==> src/rtl/activation_grad.sv <==
// ReLU backward gate: stores a positive-input mask per forward vector in a FIFO
// and applies it, in forward order, to incoming gradient vectors.
`ifndef DATA_TYPE_SIZE
`define DATA_TYPE_SIZE 16
`endif

module activation_grad #(
  parameter int IN_SIZE = 16,
  parameter int DEPTH   = 4,
  parameter int DATA_W  = `DATA_TYPE_SIZE
) (
  input  logic                           clk_i,
  input  logic                           rst_i,
  input  logic                           fwd_valid_i,
  output logic                           fwd_ready_o,
  input  logic [IN_SIZE*DATA_W-1:0]      fwd_data_i,
  input  logic                           grad_valid_i,
  output logic                           grad_ready_o,
  input  logic [IN_SIZE*DATA_W-1:0]      grad_data_i,
  output logic                           grad_valid_o,
  input  logic                           grad_ready_i,
  output logic [IN_SIZE*DATA_W-1:0]      grad_data_o,
  input  logic                           flush_i,
  output logic [$clog2(DEPTH):0]         count_o
);

  // Handshake: a transfer happens on a rising edge where valid and ready are
  // both high; ready never depends on valid, and valid/data hold until taken.

  localparam int PW = $clog2(DEPTH);
  localparam int CW = PW + 1;

  logic [IN_SIZE-1:0]        mask_mem [DEPTH];
  logic [PW-1:0]             wptr_q;
  logic [PW-1:0]             rptr_q;
  logic [CW-1:0]             count_q;
  logic [IN_SIZE-1:0]        fwd_mask;
  logic [IN_SIZE*DATA_W-1:0] gated;
  logic                      push;
  logic                      pop;

  assign fwd_ready_o  = !rst_i && (count_q < CW'(DEPTH));
  // Flush blocks the pop so a gradient is never paired with a discarded mask.
  assign grad_ready_o = !rst_i && !flush_i && (count_q != '0) &&
                        (!grad_valid_o || grad_ready_i);
  assign push    = fwd_valid_i && fwd_ready_o;
  assign pop     = grad_valid_i && grad_ready_o;
  assign count_o = count_q;

  always_comb begin
    fwd_mask = '0;
    gated    = '0;
    for (int j = 0; j < IN_SIZE; j++) begin
      // Strictly positive: the ReLU derivative at zero is taken as zero.
      fwd_mask[j] = $signed(fwd_data_i[j*DATA_W +: DATA_W]) > 0;
      gated[j*DATA_W +: DATA_W] = mask_mem[rptr_q][j] ?
                                  grad_data_i[j*DATA_W +: DATA_W] : '0;
    end
  end

  // Mask storage is not reset; its contents are only read behind count_q.
  always_ff @(posedge clk_i) begin
    if (push && !flush_i) begin
      mask_mem[wptr_q] <= fwd_mask;
    end
  end

  always_ff @(posedge clk_i) begin
    if (rst_i) begin
      wptr_q       <= '0;
      rptr_q       <= '0;
      count_q      <= '0;
      grad_valid_o <= 1'b0;
      grad_data_o  <= '0;
    end else begin
      if (flush_i) begin
        wptr_q  <= '0;
        rptr_q  <= '0;
        count_q <= '0;
      end else begin
        if (push) wptr_q <= wptr_q + 1'b1;
        if (pop)  rptr_q <= rptr_q + 1'b1;
        count_q <= count_q + CW'(push) - CW'(pop);
      end
      if (pop) begin
        grad_data_o  <= gated;
        grad_valid_o <= 1'b1;
      end else if (grad_ready_i) begin
        grad_valid_o <= 1'b0;
      end
    end
  end

endmodule

==> config.mk <==
export PLATFORM = sky130hd
export DESIGN_NAME = activation_grad
export DESIGN_NICKNAME = d
export VERILOG_FILES = /design/src/rtl/activation_grad.sv
export SDC_FILE = /design/constraint.sdc
export NUM_CORES = 1
export LEC_CHECK = 0
export CAP_MARGIN = 10
export CELL_PAD_IN_SITES_DETAIL_PLACEMENT = 0
export CELL_PAD_IN_SITES_GLOBAL_PLACEMENT = 1
export CORE_AREA = 2 2 303 305
export DETAILED_ROUTE_END_ITERATION = 7
export DIE_AREA = 0 0 305 307
export GPL_ROUTABILITY_DRIVEN = 0
export GPL_TIMING_DRIVEN = 1
export PLACE_DENSITY_LB_ADDON = 0.2
export SYNTH_ARGS = -nofsm -noshare
export SYNTH_HDL_FRONTEND = slang
export SYNTH_SLANG_ARGS = --single-unit
==> constraint.sdc <==
create_clock -name clk_i -period 2.5 [get_ports clk_i]
set_input_delay 0.5 -clock clk_i [delete_from_list [all_inputs] [get_ports clk_i]]
set_output_delay 0.5 -clock clk_i [all_outputs]
set_load 0.03 [all_outputs]
==> flow_summary.html <==
<table>
<tr><th>Metric</th><th>Value</th></tr>
<tr><th colspan="2">Hold path</th></tr>
<tr><td>Hold/Removal Path Class</td><td>in2reg</td></tr>
<tr><th colspan="2">Synth</th></tr>
<tr><td>Top cells by area, synth</td><td>sky130_fd_sc_hd__dfxtp_1 (42%), sky130_fd_sc_hd__edfxtp_1 (15%), sky130_fd_sc_hd__a21oi_1 (10%)</td></tr>
<tr><td>Average cell area after synthesis</td><td>9.40 um^2</td></tr>
<tr><td>Number of register bits inferred by synthesis</td><td>330</td></tr>
<tr><td>Synth Warn #</td><td>0</td></tr>
<tr><td>Area share of the largest cell type after synthesis</td><td>42.2%</td></tr>
<tr><td>Net Count, Synth</td><td>1867</td></tr>
<tr><td>Fraction of the yosys area taken by sequential cells</td><td>57.5%</td></tr>
<tr><td>Cell area after synthesis</td><td>12600 um^2</td></tr>
<tr><td>Count of mapped cells out of synthesis</td><td>1342</td></tr>
<tr><td>Cell type with the largest total area after synthesis</td><td>sky130_fd_sc_hd__dfxtp_1</td></tr>
<tr><td>Number of library cell types mapped by synthesis</td><td>34</td></tr>
<tr><th colspan="2">Setup path</th></tr>
<tr><td>Endpoint arrival time on the critical path</td><td>2760 ps</td></tr>
<tr><td>Worst Path Class, Setup</td><td>reg2reg</td></tr>
<tr><td>Max FO, Critical Path</td><td>4</td></tr>
<tr><td>Nature of the critical path endpoint</td><td>flip-flop</td></tr>
<tr><td>Nature of the critical path startpoint</td><td>flip-flop</td></tr>
<tr><td>Worst reg2reg setup slack</td><td>210 ps</td></tr>
<tr><td>Required time at the worst-slack endpoint</td><td>2970 ps</td></tr>
<tr><th colspan="2">Drt</th></tr>
<tr><td>Avg Vias per Cell</td><td>3.92</td></tr>
<tr><td>Final Routed Wirelength</td><td>64300 um</td></tr>
<tr><td>Iteration-0 DRC count of the detailed router</td><td>712</td></tr>
<tr><td>Post-detailed-route count of antenna-violating nets</td><td>0</td></tr>
<tr><td>Post-route DRC violation count</td><td>0</td></tr>
<tr><td>Via count of the routed design</td><td>13000</td></tr>
<tr><td>Routed WL per cell</td><td>19.3 um</td></tr>
<tr><td>Detailed-router iteration count before antenna repair</td><td>5</td></tr>
<tr><th colspan="2">STA</th></tr>
<tr><td>Total of endpoints with negative setup slack in the final report</td><td>0</td></tr>
<tr><td>Worst slew pin tran</td><td>859 ps</td></tr>
<tr><td>Worst-case hold slack</td><td>169 ps</td></tr>
<tr><td>Final worst clock skew</td><td>31.6 ps</td></tr>
<tr><td>Relative max-transition margin</td><td>42.7%</td></tr>
<tr><td>Fin. Hold Viols</td><td>0</td></tr>
<tr><td>Final period demand of the worst path</td><td>2290 ps</td></tr>
<tr><td>Final slew viol count</td><td>0</td></tr>
<tr><td>Final clock period utilization by the worst path</td><td>91.7%</td></tr>
<tr><td>Setup repair after global routing missed its margin</td><td>false</td></tr>
<tr><td>Achievable Freq</td><td>0.436 GHz</td></tr>
<tr><th colspan="2">Floorplan</th></tr>
<tr><td>Floorplan die area</td><td>93600 um^2</td></tr>
<tr><td>Effective utilization at floorplan</td><td>13.9%</td></tr>
<tr><td>Die Span Y</td><td>307 um</td></tr>
<tr><td>Total core area</td><td>90700 um^2</td></tr>
<tr><td>Width of the die</td><td>305 um</td></tr>
<tr><td>Top-level I/O count</td><td>780</td></tr>
<tr><td># rows</td><td>111</td></tr>
<tr><th colspan="2">Placed design</th></tr>
<tr><td>Number of port buffers</td><td>779</td></tr>
<tr><td>Post-place instance area</td><td>21800 um^2</td></tr>
<tr><td>HPWL reported at the end of detailed placement</td><td>47700 um</td></tr>
<tr><th colspan="2">Clocking</th></tr>
<tr><td>Clk_lat worst skew</td><td>580 ps</td></tr>
<tr><td>Sinks on the clock net</td><td>330</td></tr>
<tr><td>Root Buffer</td><td>sky130_fd_sc_hd__clkbuf_16</td></tr>
<tr><td>Reg clk slew, reported paths</td><td>60 ps</td></tr>
<tr><td>Number of buffers created by CTS</td><td>46</td></tr>
<tr><td>Resized Gates After CTS</td><td>0</td></tr>
<tr><td>Number of buffers on the longest clock path</td><td>3</td></tr>
<tr><td>Number of setup buffers added after CTS</td><td>0</td></tr>
<tr><td>TritonCTS clock tree</td><td>done</td></tr>
<tr><td>Count of H-tree levels built during CTS</td><td>2</td></tr>
<tr><td>Number of hold buffers added after cts</td><td>0</td></tr>
<tr><th colspan="2">Power and ir drop</th></tr>
<tr><td>Int Pwr</td><td>10500 uW</td></tr>
<tr><td>Peak VDD IR</td><td>0.339 mV</td></tr>
<tr><td>Total power</td><td>13500 uW</td></tr>
<tr><td>Power density normalized to cell area</td><td>579 nW/um^2</td></tr>
<tr><td>Clock network fraction of total power</td><td>50.2%</td></tr>
<tr><td>Comb power frac</td><td>9.3%</td></tr>
<tr><td>Switching fraction of total power</td><td>22.6%</td></tr>
<tr><td>Seq pwr share</td><td>40.4%</td></tr>
<tr><td>Switching pwr</td><td>3050 uW</td></tr>
<tr><td>Leak pwr</td><td>0.00743 uW</td></tr>
<tr><th colspan="2">Global routing</th></tr>
<tr><td>Wire length of the first global-routing pass</td><td>90900 um</td></tr>
<tr><td>GRT Residual Overflow</td><td>0</td></tr>
<tr><td>Initial antenna violation count</td><td>5</td></tr>
<tr><td>Largest net degree at the start of global routing</td><td>133</td></tr>
<tr><td>All-Layer GR Usage</td><td>13.0%</td></tr>
<tr><td>Via count of the first global-routing pass</td><td>13200</td></tr>
<tr><th colspan="2">Layout</th></tr>
<tr><td>Fraction of layout instances using a drive strength above 1</td><td>7.25%</td></tr>
<tr><td>Post-layout net count</td><td>2626</td></tr>
<tr><td>Summed area of non-filler cells in the final layout</td><td>23300 um^2</td></tr>
<tr><td>Area added between synthesis and finish</td><td>85.2%</td></tr>
<tr><th colspan="2">Status</th></tr>
<tr><td>Result of the run</td><td>finished clean</td></tr>
<tr><th colspan="2">Run</th></tr>
<tr><td>Max_cap viols</td><td>0</td></tr>
</table>
-- synth_stat cells --
cell	instances
sky130_fd_sc_hd__nand3_1	246
sky130_fd_sc_hd__or3_4	1
sky130_fd_sc_hd__fa_1	1
sky130_fd_sc_hd__mux2i_1	1
sky130_fd_sc_hd__nand2_1	260
sky130_fd_sc_hd__inv_2	1
sky130_fd_sc_hd__a21oi_1	257
sky130_fd_sc_hd__buf_2	50
sky130_fd_sc_hd__nor4_1	48
sky130_fd_sc_hd__nand4_4	1
sky130_fd_sc_hd__nor2_4	1
sky130_fd_sc_hd__xnor2_1	3
sky130_fd_sc_hd__dfxtp_1	266
sky130_fd_sc_hd__buf_4	6
sky130_fd_sc_hd__ha_1	6
sky130_fd_sc_hd__o21ai_0	2
sky130_fd_sc_hd__and3_1	1
sky130_fd_sc_hd__and2_1	6
sky130_fd_sc_hd__nor3_1	16
sky130_fd_sc_hd__clkbuf_8	2
sky130_fd_sc_hd__clkbuf_1	29
sky130_fd_sc_hd__or2_2	1
sky130_fd_sc_hd__a21oi_2	1
sky130_fd_sc_hd__nand2b_1	1
sky130_fd_sc_hd__nand3_2	12
sky130_fd_sc_hd__edfxtp_1	64
sky130_fd_sc_hd__a41oi_1	16
sky130_fd_sc_hd__buf_6	9
sky130_fd_sc_hd__buf_1	7
sky130_fd_sc_hd__clkbuf_2	1
sky130_fd_sc_hd__nor2_1	4
sky130_fd_sc_hd__inv_1	5
sky130_fd_sc_hd__mux4_2	16
sky130_fd_sc_hd__buf_8	1
-- path summary, 6_finish.rpt --
check | start | end | depth (start not counted)
worst max-delay path | count_o[1] | count_o[2] | 10
worst min-delay path | rst_i | grad_data_o[189] | 2
worst max register to register | count_o[1] | count_o[2] | 10
worst min register to register | grad_data_o[243] | grad_data_o[243] | 2
-- routing by layer --
metal / share of wire, % / GRT usage, % / wire length [um]
met1: 40 / 15.4 / 25900
met5: 0.020 / 0 / 13
met4: 2.6 / 4.32 / 1680
met2: 50 / 22.6 / 32100
met3: 7.1 / 3.63 / 4580
-- placed cells by master, fill, tap and decap left out, drive strengths merged, types with 4 or more instances in the layout --
cell type / netlist / routed
clkdlybuf4s50: 0 / 776
buf: 73 / 39
clkinv: 0 / 11
nor4: 48 / 48
nor3: 16 / 16
nand3: 258 / 258
a21oi: 258 / 258
clkbuf: 32 / 67
edfxtp: 64 / 64
diode: 0 / 4
a41oi: 16 / 16
nor2: 5 / 5
and2: 6 / 6
inv: 6 / 8
ha: 6 / 6
dfxtp: 266 / 266
mux4: 16 / 16
nand2: 260 / 260
-- metrics by stage --
step | std cells | utilization, % | TNS (ps) | worst slack [ps]
floorplan | 1342 | - | 0 | 14.6
global placement | 3239 | 24.0 | -276 | -276
detailed placement | 3239 | 24.0 | -255 | -164
CTS | 3324 | 25.7 | 0 | 180
global route | 3328 | 25.7 | 0 | 102
finish | 3328 | 25.7 | 0 | 208
-- power groups by stage --
stage               registers (uW)  logic, uW  clock network [uW]
global route                  5460       1340                7320
floorplan                     5610        225                   0
detailed placement            5580       1270                   0
finish                        5470       1260                6780
global placement              5580       1270                   0
CTS                           5460       1280                7110
-- worst max-delay path: stages, from the launching register on --
cell,delay [ps]
sky130_fd_sc_hd__dfxtp_2,340
sky130_fd_sc_hd__or3_4,410
sky130_fd_sc_hd__nand4_4,140
sky130_fd_sc_hd__inv_8,30
sky130_fd_sc_hd__ha_1,270
sky130_fd_sc_hd__inv_1,40
sky130_fd_sc_hd__ha_1,190
sky130_fd_sc_hd__fa_1,400
sky130_fd_sc_hd__xnor2_1,180
sky130_fd_sc_hd__xnor2_1,140
sky130_fd_sc_hd__nor2_1,50
-- state kept, by name (all words and copies together), names as in the netlist, named ones only --
register,count
grad_data_o,256
mask_mem,64
count_o,3
rptr_q,2
wptr_q,2
grad_valid_o,1
-- cells by family (layout without fill, tap and decap cells) --
kind of cell / count (synthesis) / after routing / synth area share (%)
AND/OR/NAND/NOR: 598 / 598 / 22.4
flip-flops: 330 / 330 / 57.5
AO/OA/AOI/OAI: 276 / 276 / 11.5
buffers and inverters: 111 / 907 / 4.77
multiplexers: 17 / 17 / 2.94
adder cells (fa/ha/maj): 7 / 7 / 0.754
XOR/XNOR: 3 / 3 / 0.208
other: 0 / 4 / 0
-- layout make-up --
type,count,area (um^2)
Clock inverter,19,181
Tap cell,1186,1480
Antenna cell,4,10.0
Sequential cell,330,7250
Multi-Input combinational cell,901,4770
Timing Repair Buffer,816,8220
Fill cell,9677,67300
Inverter,6,30.0
Clock buffer,66,1400
Note: power is estimated with default switching activity, not from simulation.
